**config.mk**
```make
export PLATFORM = sky130hd
export DESIGN_NAME = inmp441_mic_i2s_transmitter_flat
export DESIGN_NICKNAME = d
export VERILOG_FILES = /design/src/rtl/inmp441_mic_i2s_transmitter_pkg.sv /design/src/rtl/inmp441_mic_i2s_transmitter_if.sv /design/src/rtl/inmp441_mic_i2s_transmitter_sync_edge_detect.sv /design/src/rtl/inmp441_mic_i2s_transmitter.sv /design/src/flat_wrapper.sv
export SDC_FILE = /design/constraint.sdc
export NUM_CORES = 1
export LEC_CHECK = 0
export BUFFER_PORTS_ARGS = -buffer_cell sky130_fd_sc_hd__buf_2
export CORE_ASPECT_RATIO = 1.4
export CORE_MARGIN = 2
export CORE_UTILIZATION = 25
export CTS_CLUSTER_SIZE = 20
export DETAILED_ROUTE_END_ITERATION = 8
export MAX_ROUTING_LAYER = met4
export PLACE_DENSITY = 0.53
export SKIP_CTS_REPAIR_TIMING = 1
export SYNTH_ARGS = -nofsm -noshare
export SYNTH_HDL_FRONTEND = slang
export SYNTH_SLANG_ARGS = --single-unit
```
**constraint.sdc**
```tcl
create_clock -name clk -period 2.7 [get_ports clk]
set_input_delay 0.54 -clock clk [delete_from_list [all_inputs] [get_ports clk]]
set_output_delay 0.54 -clock clk [all_outputs]
set_load 0.01 [all_outputs]
```
**src/rtl/inmp441_mic_i2s_transmitter_pkg.sv**
```systemverilog
// Shared constants and types for the INMP441-style I2S slave transmitter.
// ClkMhz must be at least 8x the sck frequency for the oversampled edge detection.
package inmp441_mic_i2s_transmitter_pkg;

    localparam int unsigned ClkMhz    = 50;
    localparam int unsigned SampleW   = 24;
    localparam int unsigned SlotBits  = 32;
    localparam int unsigned FrameBits = 2 * SlotBits;
    localparam int unsigned CntW      = $clog2(SlotBits);

    typedef logic [CntW-1:0] bit_cnt_t;

    typedef enum logic [1:0] {
        StIdle,
        StOwn,
        StOther
    } slot_state_e;

endpackage

```
**src/rtl/inmp441_mic_i2s_transmitter_if.sv**
```systemverilog
// Sample stream into the transmitter: valid/ready transfer of one sample per own slot.
interface inmp441_mic_i2s_transmitter_if;
    import inmp441_mic_i2s_transmitter_pkg::*;

    logic [SampleW-1:0] data;
    logic               valid;
    logic               ready;

    modport master (output data, output valid, input ready);
    modport slave  (input data, input valid, output ready);

endinterface

```
**src/rtl/inmp441_mic_i2s_transmitter_sync_edge_detect.sv**
```systemverilog
// Two-flop synchronizer for an asynchronous input plus 1-clk rise/fall pulses.
module inmp441_mic_i2s_transmitter_sync_edge_detect (
    input  logic clk,
    input  logic rst,
    input  logic i_async,
    output logic o_sync,
    output logic o_rise,
    output logic o_fall
);

    logic r_meta;
    logic r_sync;
    logic r_prev;

    always_ff @(posedge clk or posedge rst) begin
        if (rst) begin
            r_meta <= 1'b0;
            r_sync <= 1'b0;
            r_prev <= 1'b0;
        end else begin
            r_meta <= i_async;
            r_sync <= r_meta;
            r_prev <= r_sync;
        end
    end

    assign o_sync = r_sync;
    assign o_rise = r_sync & ~r_prev;
    assign o_fall = ~r_sync & r_prev;

endmodule

```
**src/rtl/inmp441_mic_i2s_transmitter.sv**
```systemverilog
// I2S slave transmitter emulating an INMP441: shifts held samples out on sd, timed by the
// externally supplied sck/ws, which are oversampled in the clk domain.
module inmp441_mic_i2s_transmitter
    import inmp441_mic_i2s_transmitter_pkg::*;
(
    input  logic                                clk,
    input  logic                                rst,
    input  logic                                i_lr,
    input  logic                                i_ws,
    input  logic                                i_sck,
    output logic                                o_sd,
    output logic                                o_sd_oe,
    output logic                                o_underflow,
    output logic                                o_slot_start,
    inmp441_mic_i2s_transmitter_if.slave        sample_if
);

    localparam bit_cnt_t CntMax   = bit_cnt_t'(SlotBits - 1);
    localparam bit_cnt_t CntOeEnd = bit_cnt_t'(SampleW);

    logic w_sck_sync, w_sck_rise, w_sck_fall;
    logic w_ws_sync, w_ws_rise, w_ws_fall;
    logic w_lr_sync, w_lr_rise, w_lr_fall;
    logic w_unused;

    inmp441_mic_i2s_transmitter_sync_edge_detect u_sync_sck (
        .clk    (clk),
        .rst    (rst),
        .i_async(i_sck),
        .o_sync (w_sck_sync),
        .o_rise (w_sck_rise),
        .o_fall (w_sck_fall)
    );

    inmp441_mic_i2s_transmitter_sync_edge_detect u_sync_ws (
        .clk    (clk),
        .rst    (rst),
        .i_async(i_ws),
        .o_sync (w_ws_sync),
        .o_rise (w_ws_rise),
        .o_fall (w_ws_fall)
    );

    inmp441_mic_i2s_transmitter_sync_edge_detect u_sync_lr (
        .clk    (clk),
        .rst    (rst),
        .i_async(i_lr),
        .o_sync (w_lr_sync),
        .o_rise (w_lr_rise),
        .o_fall (w_lr_fall)
    );

    assign w_unused = ^{w_sck_sync, w_ws_rise, w_ws_fall, w_lr_rise, w_lr_fall};

    slot_state_e        r_state, w_state_d;
    bit_cnt_t           r_bit_cnt, w_bit_cnt_d;
    logic [SampleW-1:0] r_shift, w_shift_d;
    logic [SampleW-1:0] r_hold, w_hold_d;
    logic               r_hold_full, w_hold_full_d;
    logic               r_ws_cap, w_ws_cap_d;
    logic               r_ws_prev, w_ws_prev_d;
    logic               r_sd_oe, w_sd_oe_d;
    logic               r_underflow, w_underflow_d;
    logic               r_slot_start, w_slot_start_d;
    logic               w_accept;

    assign w_accept = sample_if.valid & ~r_hold_full;

    always_comb begin
        w_state_d      = r_state;
        w_bit_cnt_d    = r_bit_cnt;
        w_shift_d      = r_shift;
        w_hold_d       = r_hold;
        w_hold_full_d  = r_hold_full;
        w_ws_cap_d     = r_ws_cap;
        w_ws_prev_d    = r_ws_prev;
        w_sd_oe_d      = r_sd_oe;
        w_underflow_d  = 1'b0;
        w_slot_start_d = 1'b0;

        if (w_accept) begin
            w_hold_d      = sample_if.data;
            w_hold_full_d = 1'b1;
        end

        if (w_sck_rise) begin
            w_ws_cap_d = w_ws_sync;
        end

        if (w_sck_fall) begin
            w_ws_prev_d = r_ws_cap;
            // WS captured on the previous rise differs: MSB goes out one sck after the WS edge
            if (r_ws_cap != r_ws_prev) begin
                w_bit_cnt_d = '0;
                if (r_ws_cap == w_lr_sync) begin
                    w_state_d      = StOwn;
                    w_sd_oe_d      = 1'b1;
                    w_slot_start_d = 1'b1;
                    if (r_hold_full) begin
                        w_shift_d     = r_hold;
                        w_hold_full_d = 1'b0;
                    end else begin
                        w_shift_d     = '0;
                        w_underflow_d = 1'b1;
                    end
                end else begin
                    w_state_d = StOther;
                    w_shift_d = '0;
                    w_sd_oe_d = 1'b0;
                end
            end else begin
                if (r_bit_cnt != CntMax) begin
                    w_bit_cnt_d = r_bit_cnt + bit_cnt_t'(1);
                end
                if (r_state == StOwn) begin
                    w_shift_d = {r_shift[SampleW-2:0], 1'b0};
                    w_sd_oe_d = (w_bit_cnt_d < CntOeEnd);
                end
            end
        end
    end

    always_ff @(posedge clk or posedge rst) begin
        if (rst) begin
            r_state      <= StIdle;
            r_bit_cnt    <= CntMax;
            r_shift      <= '0;
            r_hold       <= '0;
            r_hold_full  <= 1'b0;
            r_ws_cap     <= 1'b0;
            r_ws_prev    <= 1'b0;
            r_sd_oe      <= 1'b0;
            r_underflow  <= 1'b0;
            r_slot_start <= 1'b0;
        end else begin
            r_state      <= w_state_d;
            r_bit_cnt    <= w_bit_cnt_d;
            r_shift      <= w_shift_d;
            r_hold       <= w_hold_d;
            r_hold_full  <= w_hold_full_d;
            r_ws_cap     <= w_ws_cap_d;
            r_ws_prev    <= w_ws_prev_d;
            r_sd_oe      <= w_sd_oe_d;
            r_underflow  <= w_underflow_d;
            r_slot_start <= w_slot_start_d;
        end
    end

    assign o_sd            = r_sd_oe & r_shift[SampleW-1];
    assign o_sd_oe         = r_sd_oe;
    assign o_underflow     = r_underflow;
    assign o_slot_start    = r_slot_start;
    assign sample_if.ready = ~r_hold_full;

endmodule
```
**src/flat_wrapper.sv**
```systemverilog
// flat-port wrapper written by rule: the top's interface ports become plain ports
module inmp441_mic_i2s_transmitter_flat import inmp441_mic_i2s_transmitter_pkg::*;
  (clk, rst, i_lr, i_ws, i_sck, o_sd, o_sd_oe, o_underflow, o_slot_start, sample_if_data, sample_if_valid, sample_if_ready);
  inmp441_mic_i2s_transmitter_if sample_if_i ();
  input  logic clk;
  input  logic rst;
  input  logic i_lr;
  input  logic i_ws;
  input  logic i_sck;
  output logic o_sd;
  output logic o_sd_oe;
  output logic o_underflow;
  output logic o_slot_start;
  input wire logic [$bits(sample_if_i.data)-1:0] sample_if_data;
  input wire logic [$bits(sample_if_i.valid)-1:0] sample_if_valid;
  output wire logic [$bits(sample_if_i.ready)-1:0] sample_if_ready;
  assign sample_if_i.data = sample_if_data;
  assign sample_if_i.valid = sample_if_valid;
  assign sample_if_ready = sample_if_i.ready;
  inmp441_mic_i2s_transmitter u_core (.clk(clk), .rst(rst), .i_lr(i_lr), .i_ws(i_ws), .i_sck(i_sck), .o_sd(o_sd), .o_sd_oe(o_sd_oe), .o_underflow(o_underflow), .o_slot_start(o_slot_start), .sample_if(sample_if_i));
endmodule
```
* After elaboration in Yosys (flattened, before gate mapping) *
Cells that the tools add are included.

word-level totals
  input bits = 30
  memory bits (read-only) = 0
  output and inout port bits = 5
  bits in latches = 0
  flip-flop bits (word level) = 68
  RAM bits = 0
  logic and storage cells = 56
  memories kept = 0

operators by class
  reduce and logical (&&, ||, !) cells = 3
  equal/unequal tests = 4
  shift operators = 0
  mux-type cells = 23
  bitwise operators = 7
  div/mod/pow operators = 0
  add/subtract/negate cells = 1
  $lt $le $gt $ge = 1
  multipliers = 0

operator list
  operator                                                               number
  24-bit two-way mux                                                     4
  5-bit two-way mux                                                      4
  1-bit two-way mux                                                      14
  5-bit by 1-bit adder with 5-bit output, second input constant          1
  5-bit < comparator, second input constant                              1
  5-bit != test, second input constant                                   1
  1-bit bitwise AND                                                      4
  2-bit AND reduction                                                    2
  1-bit NOT                                                              3
  2-bit by 1-bit equality test with 1-bit output, second input constant  1
  2-bit two-way mux                                                      1
  2-bit nonzero test                                                     1
  1-bit equality test                                                    1
  1-bit != test                                                          1

* Longest topological paths before layout *
  depth after elaboration = 7
  mapped depth = 6
  depth with buffers taken out = 5

* Cells and area by module *
A second synthesis with hierarchy kept.

unflattened totals
  cells, all modules = 259
  area total of the unflattened synthesis = 2,955.3 sq um

modules (own cells, without submodules)
  module                                        area an instance (sq um)  sequential area each (sq um)  cells each  instances
  inmp441_mic_i2s_transmitter                   2,673.8                   1,532.7                       241         1
  inmp441_mic_i2s_transmitter_sync_edge_detect  93.8                      75.1                          6           3

* Worst setup path before layout *
Ideal clock, no wire load.

  path type = input -> register
  start = input port sample_if_valid
  end = register u_core.r_hold[10]
  cell stages on the path = 4
  setup slack = 1.221 ns
  setup time = 0.125 ns
  path buffers = 2
  arrival time = 1.354 ns
  required time = 2.575 ns
  cells stage by stage = nor2b_1 > buf_2 > buf_2 > mux2_2

between the ends
  cells in the longest elaborated chain, start to end = 1

RTL lines
  element                 RTL line                            source
  start: declaration      flat_wrapper.sv:15                  input wire logic [$bits(sample_if_i.valid)-1:0] sample_if_valid;
  1-bit bitwise AND       inmp441_mic_i2s_transmitter.sv:67   assign w_accept = sample_if.valid & ~r_hold_full;
  end signal: assignment  inmp441_mic_i2s_transmitter.sv:139  r_hold <= w_hold_d;
  end: declaration        inmp441_mic_i2s_transmitter.sv:58   logic [SampleW-1:0] r_hold, w_hold_d;

No other way between the ends.
A chain may end at the register's enable or synchronous reset.

* Worst setup path after layout *
  start = register u_core.r_ws_cap
  end = register u_core.r_shift[18]

between the ends
  cells in the longest elaborated chain, start to end = 3
  elaborated cells between the ends (all ways) = 6
  those cells by class = eq/ne: 2; mux: 2; reduce/logical: 2

RTL lines
  element                                                    RTL line                                                              source
  start: declaration                                         inmp441_mic_i2s_transmitter.sv:60                                     logic r_ws_cap, w_ws_cap_d;
  start signal: assignment                                   inmp441_mic_i2s_transmitter.sv:141                                    r_ws_cap <= w_ws_cap_d;
  1-bit equality test or 1-bit != test (tied branches)       inmp441_mic_i2s_transmitter.sv:95, inmp441_mic_i2s_transmitter.sv:93
  24-bit two-way mux or 2-bit nonzero test (tied branches)   --
  24-bit two-way mux or 2-bit AND reduction (tied branches)  --
  end signal: assignment                                     inmp441_mic_i2s_transmitter.sv:138                                    r_shift <= w_shift_d;
  end: declaration                                           inmp441_mic_i2s_transmitter.sv:57                                     logic [SampleW-1:0] r_shift, w_shift_d;

Several ways; a longest one is shown, not always the timed one.

==> results.txt <==
outcome - completed
fin nets - 303
startpoint types - register
row count - 45
#FFs+latches synth - 68
switching pwr - 1.10 mW
syn avg cell area - 12.0 um^2
post-route ant nets - 0
Leak Pwr - 1.46 nW
Pwr Density - 1110 nW/um^2
first-pass GRT wire length - 9.36 mm
synthesis-to-finish area growth - 21.2%
GPL Wtd Cong - 0.774
Internal Power - 2.69 mW
buffer depth of the longest clock path - 2
Die Span Y - 130 um
CP startpoint - u_core.r_ws_cap
netlist area before placement - 2820 um^2
CP endpoint - u_core.r_shift[18]
Worst EP arrival - 1.89 ns
Syn. warnings - 0
number of remaining DRC errors - 0
Clock Sinks - 68
GR Overflow Total - 0
Flop pwr share - 0.453
count of cell types in the netlist - 31
Max Cap Violations - 0
Post-synth EDFFs - 0
worst reg2reg setup slack - 1.06 ns
Tcrit/Tclk final - 0.608
CTS tree - yes
initial core utilization - 0.258
RR Endpoint - u_core.r_shift[18]
cts bufs inserted - 9
critical path type - reg2reg
cell taking the most area after synthesis - dfrtp_1
vias in the first global route - 1870
largest net degree at the start of global routing - 42
WHS - 0.0681 ns
share of the synthesized area in the top cell type - 0.559
Worst-path clk slew - 0.05 ns
combinational share of power - 0.234
routed vias/inst - 4.47
Layout fillers - 1139
FF-to-FF path depth - 4
worst r2r src - u_core.r_ws_cap
Post-synth ARST share - 1.00
dpl hpwl - 3.60 mm
wire per inst - 13.0 um
Via Count - 1867
htree depth - 3
crit path cell chain - and4bb_2 > a31o_2 > a22oi_1 > a21oi_1
Max transition margin - 0.652
Least-Margin Pin Slew - 0.522 ns
Post-Route WL - 5.44 mm
Setup violations, final - 0
worst vdd ir - 0.452 mV
core area - 10900 um^2
clock insertion delay at the later pin of the skew report - 0.33 ns
Total Die Area - 12200 um^2
Sw Share - 0.291
Setup WS post-layout - 1.06 ns
worst endpoint required time - 2.95 ns
width of the chip - 93.8 um
Clk network pwr share - 0.312
total global-route track usage - 0.103
Largest stage delay, worst path - 0.48 ns
initial drt markers - 98
Diodes inserted - 0
dominant synthesized flop cell - dfrtp_1
Syn Nets - 267
Synth area leaders - dfrtp_1 (56%), mux2_2 (10%), a22oi_1 (6.4%)
CP max-delay cell - dfrtp_1
Port Buffers - 34
Pins Over Slew Limit - 0
initial antenna violation count - 0
post-layout min period - 1.64 ns
post-synthesis sequential area ratio - 0.605
share of layout cells above drive strength 1 - 0.325
clock root cell - clkbuf_16
CP Capture Type - register
Final Cell Area - 3420 um^2
top-count cell post-synth - dfrtp_1
CP max FO - 24
HP Class - in2async
Max Clk Rate - 609 MHz
total negative slack - 0 ns
num ports - 35
DRT Pass-1 Iters - 4
Worst Skew - 0.00759 ns
RSZ-0062 raised after global routing - false
Post-Place Setup Slack - 1.03 ns
Hold Fails Final Rpt - 0
Post-DP Area - 3120 um^2
most frequent cells after synthesis - dfrtp_1 (63), nor2_1 (30), a21oi_1 (27), mux2_2 (25), a22oi_1 (24)
Cells after Synth - 236
Core Util, Final - 0.313
## metrics by stage
stage / power [mW] / instances
global placement: 2.60 / 402
finish: 3.79 / 418
CTS: 3.85 / 418
global route: 4.05 / 418
detailed placement: 2.64 / 402
floorplan: 2.42 / 236
## layer usage
metal,vias up,share of wire,GRT usage
li1,906,-,-
met1,920,0.45,0.122
met2,32,0.48,0.160
met3,9,0.039,0.0289
met4,0,0.026,0.0537
met5,-,0,-
## power by group through the flow
| stage | clock [mW] | sequential (mW) | combinational (mW) |
|---|---|---|---|
| floorplan | 0 | 1.64 | 0.775 |
| detailed placement | 0 | 1.74 | 0.904 |
| CTS | 1.21 | 1.72 | 0.908 |
| finish | 1.18 | 1.72 | 0.888 |
| global route | 1.26 | 1.78 | 1.01 |
| global placement | 0 | 1.73 | 0.875 |
## worst min path at each step
stage | start | to | slack [ns] | cells past startpoint
2_1_floorplan | u_core.u_sync_lr.r_meta | u_core.u_sync_lr.o_sync | 0.33 | 0
3_3_place_gp | u_core.u_sync_lr.r_meta | u_core.u_sync_lr.o_sync | 0.34 | 0
3_5_place_dp | u_core.u_sync_lr.r_meta | u_core.u_sync_lr.o_sync | 0.34 | 0
4_1_cts | rst | u_core.u_sync_sck.r_meta | 0.06 | 2
5_1_grt | rst | u_core.u_sync_ws.o_sync | 0.07 | 2
6_report | rst | u_core.u_sync_ws.o_sync | 0.07 | 2
## layout make-up
cell class | count | area (um^2) | area share
clock buffer | 12 | 256 | 0.0750
timing repair buffer | 39 | 220 | 0.0644
multi-input combinational | 148 | 988 | 0.289
inverter | 6 | 22.5 | 0.00659
clock inverter | 4 | 47.5 | 0.0139
tap | 141 | 176 | 0.0516
sequential | 68 | 1710 | 0.499
## flip-flops by register name (all words and copies together), names as in the netlist, 2 cells and up
| name | count |
|---|---|
| u_core.r_hold | 24 |
| u_core.r_shift | 24 |
| u_core.r_bit_cnt | 5 |
| u_core.r_state | 2 |
## logic make-up (layout without fill, tap and decap cells)
kind of cell	count (synthesis)	count (layout)	synth area share
muxes	25	25	0.0998
DFF	68	68	0.605
adders and majority gates	1	1	0.00443
buffers and inverters	20	61	0.0452
xor gates and xnor gates	2	2	0.00887
AOI/OAI and AO/OA	64	64	0.145
and+or+nand+nor	56	56	0.0909
## worst max-delay path: cells and delay by family, from the launching register on
| kind | cells | cell delay, ns |
|---|---|---|
| AND/OR/NAND/NOR | 1 | 0.32 |
| AO/OA/AOI/OAI | 3 | 0.75 |
| flip-flops | 1 | 0.48 |
## placed cells by master (no fill, tap or decap), types with 2 or more instances in the layout
cell type   n
nor2b_1     3
buf_2      34
dfstp_2     5
inv_1       5
a22oi_1    24
nand3_1     4
dfrtp_1    63
clkinv_2    2
a31oi_1     2
clkbuf_16   9
clkbuf_8    2
buf_4       4
mux2_2     25
o21ai_0     5
nand2b_1    3
nand2_1     9
a21oi_1    27
nor2_1     30
Power figures use the tool's default switching activity.
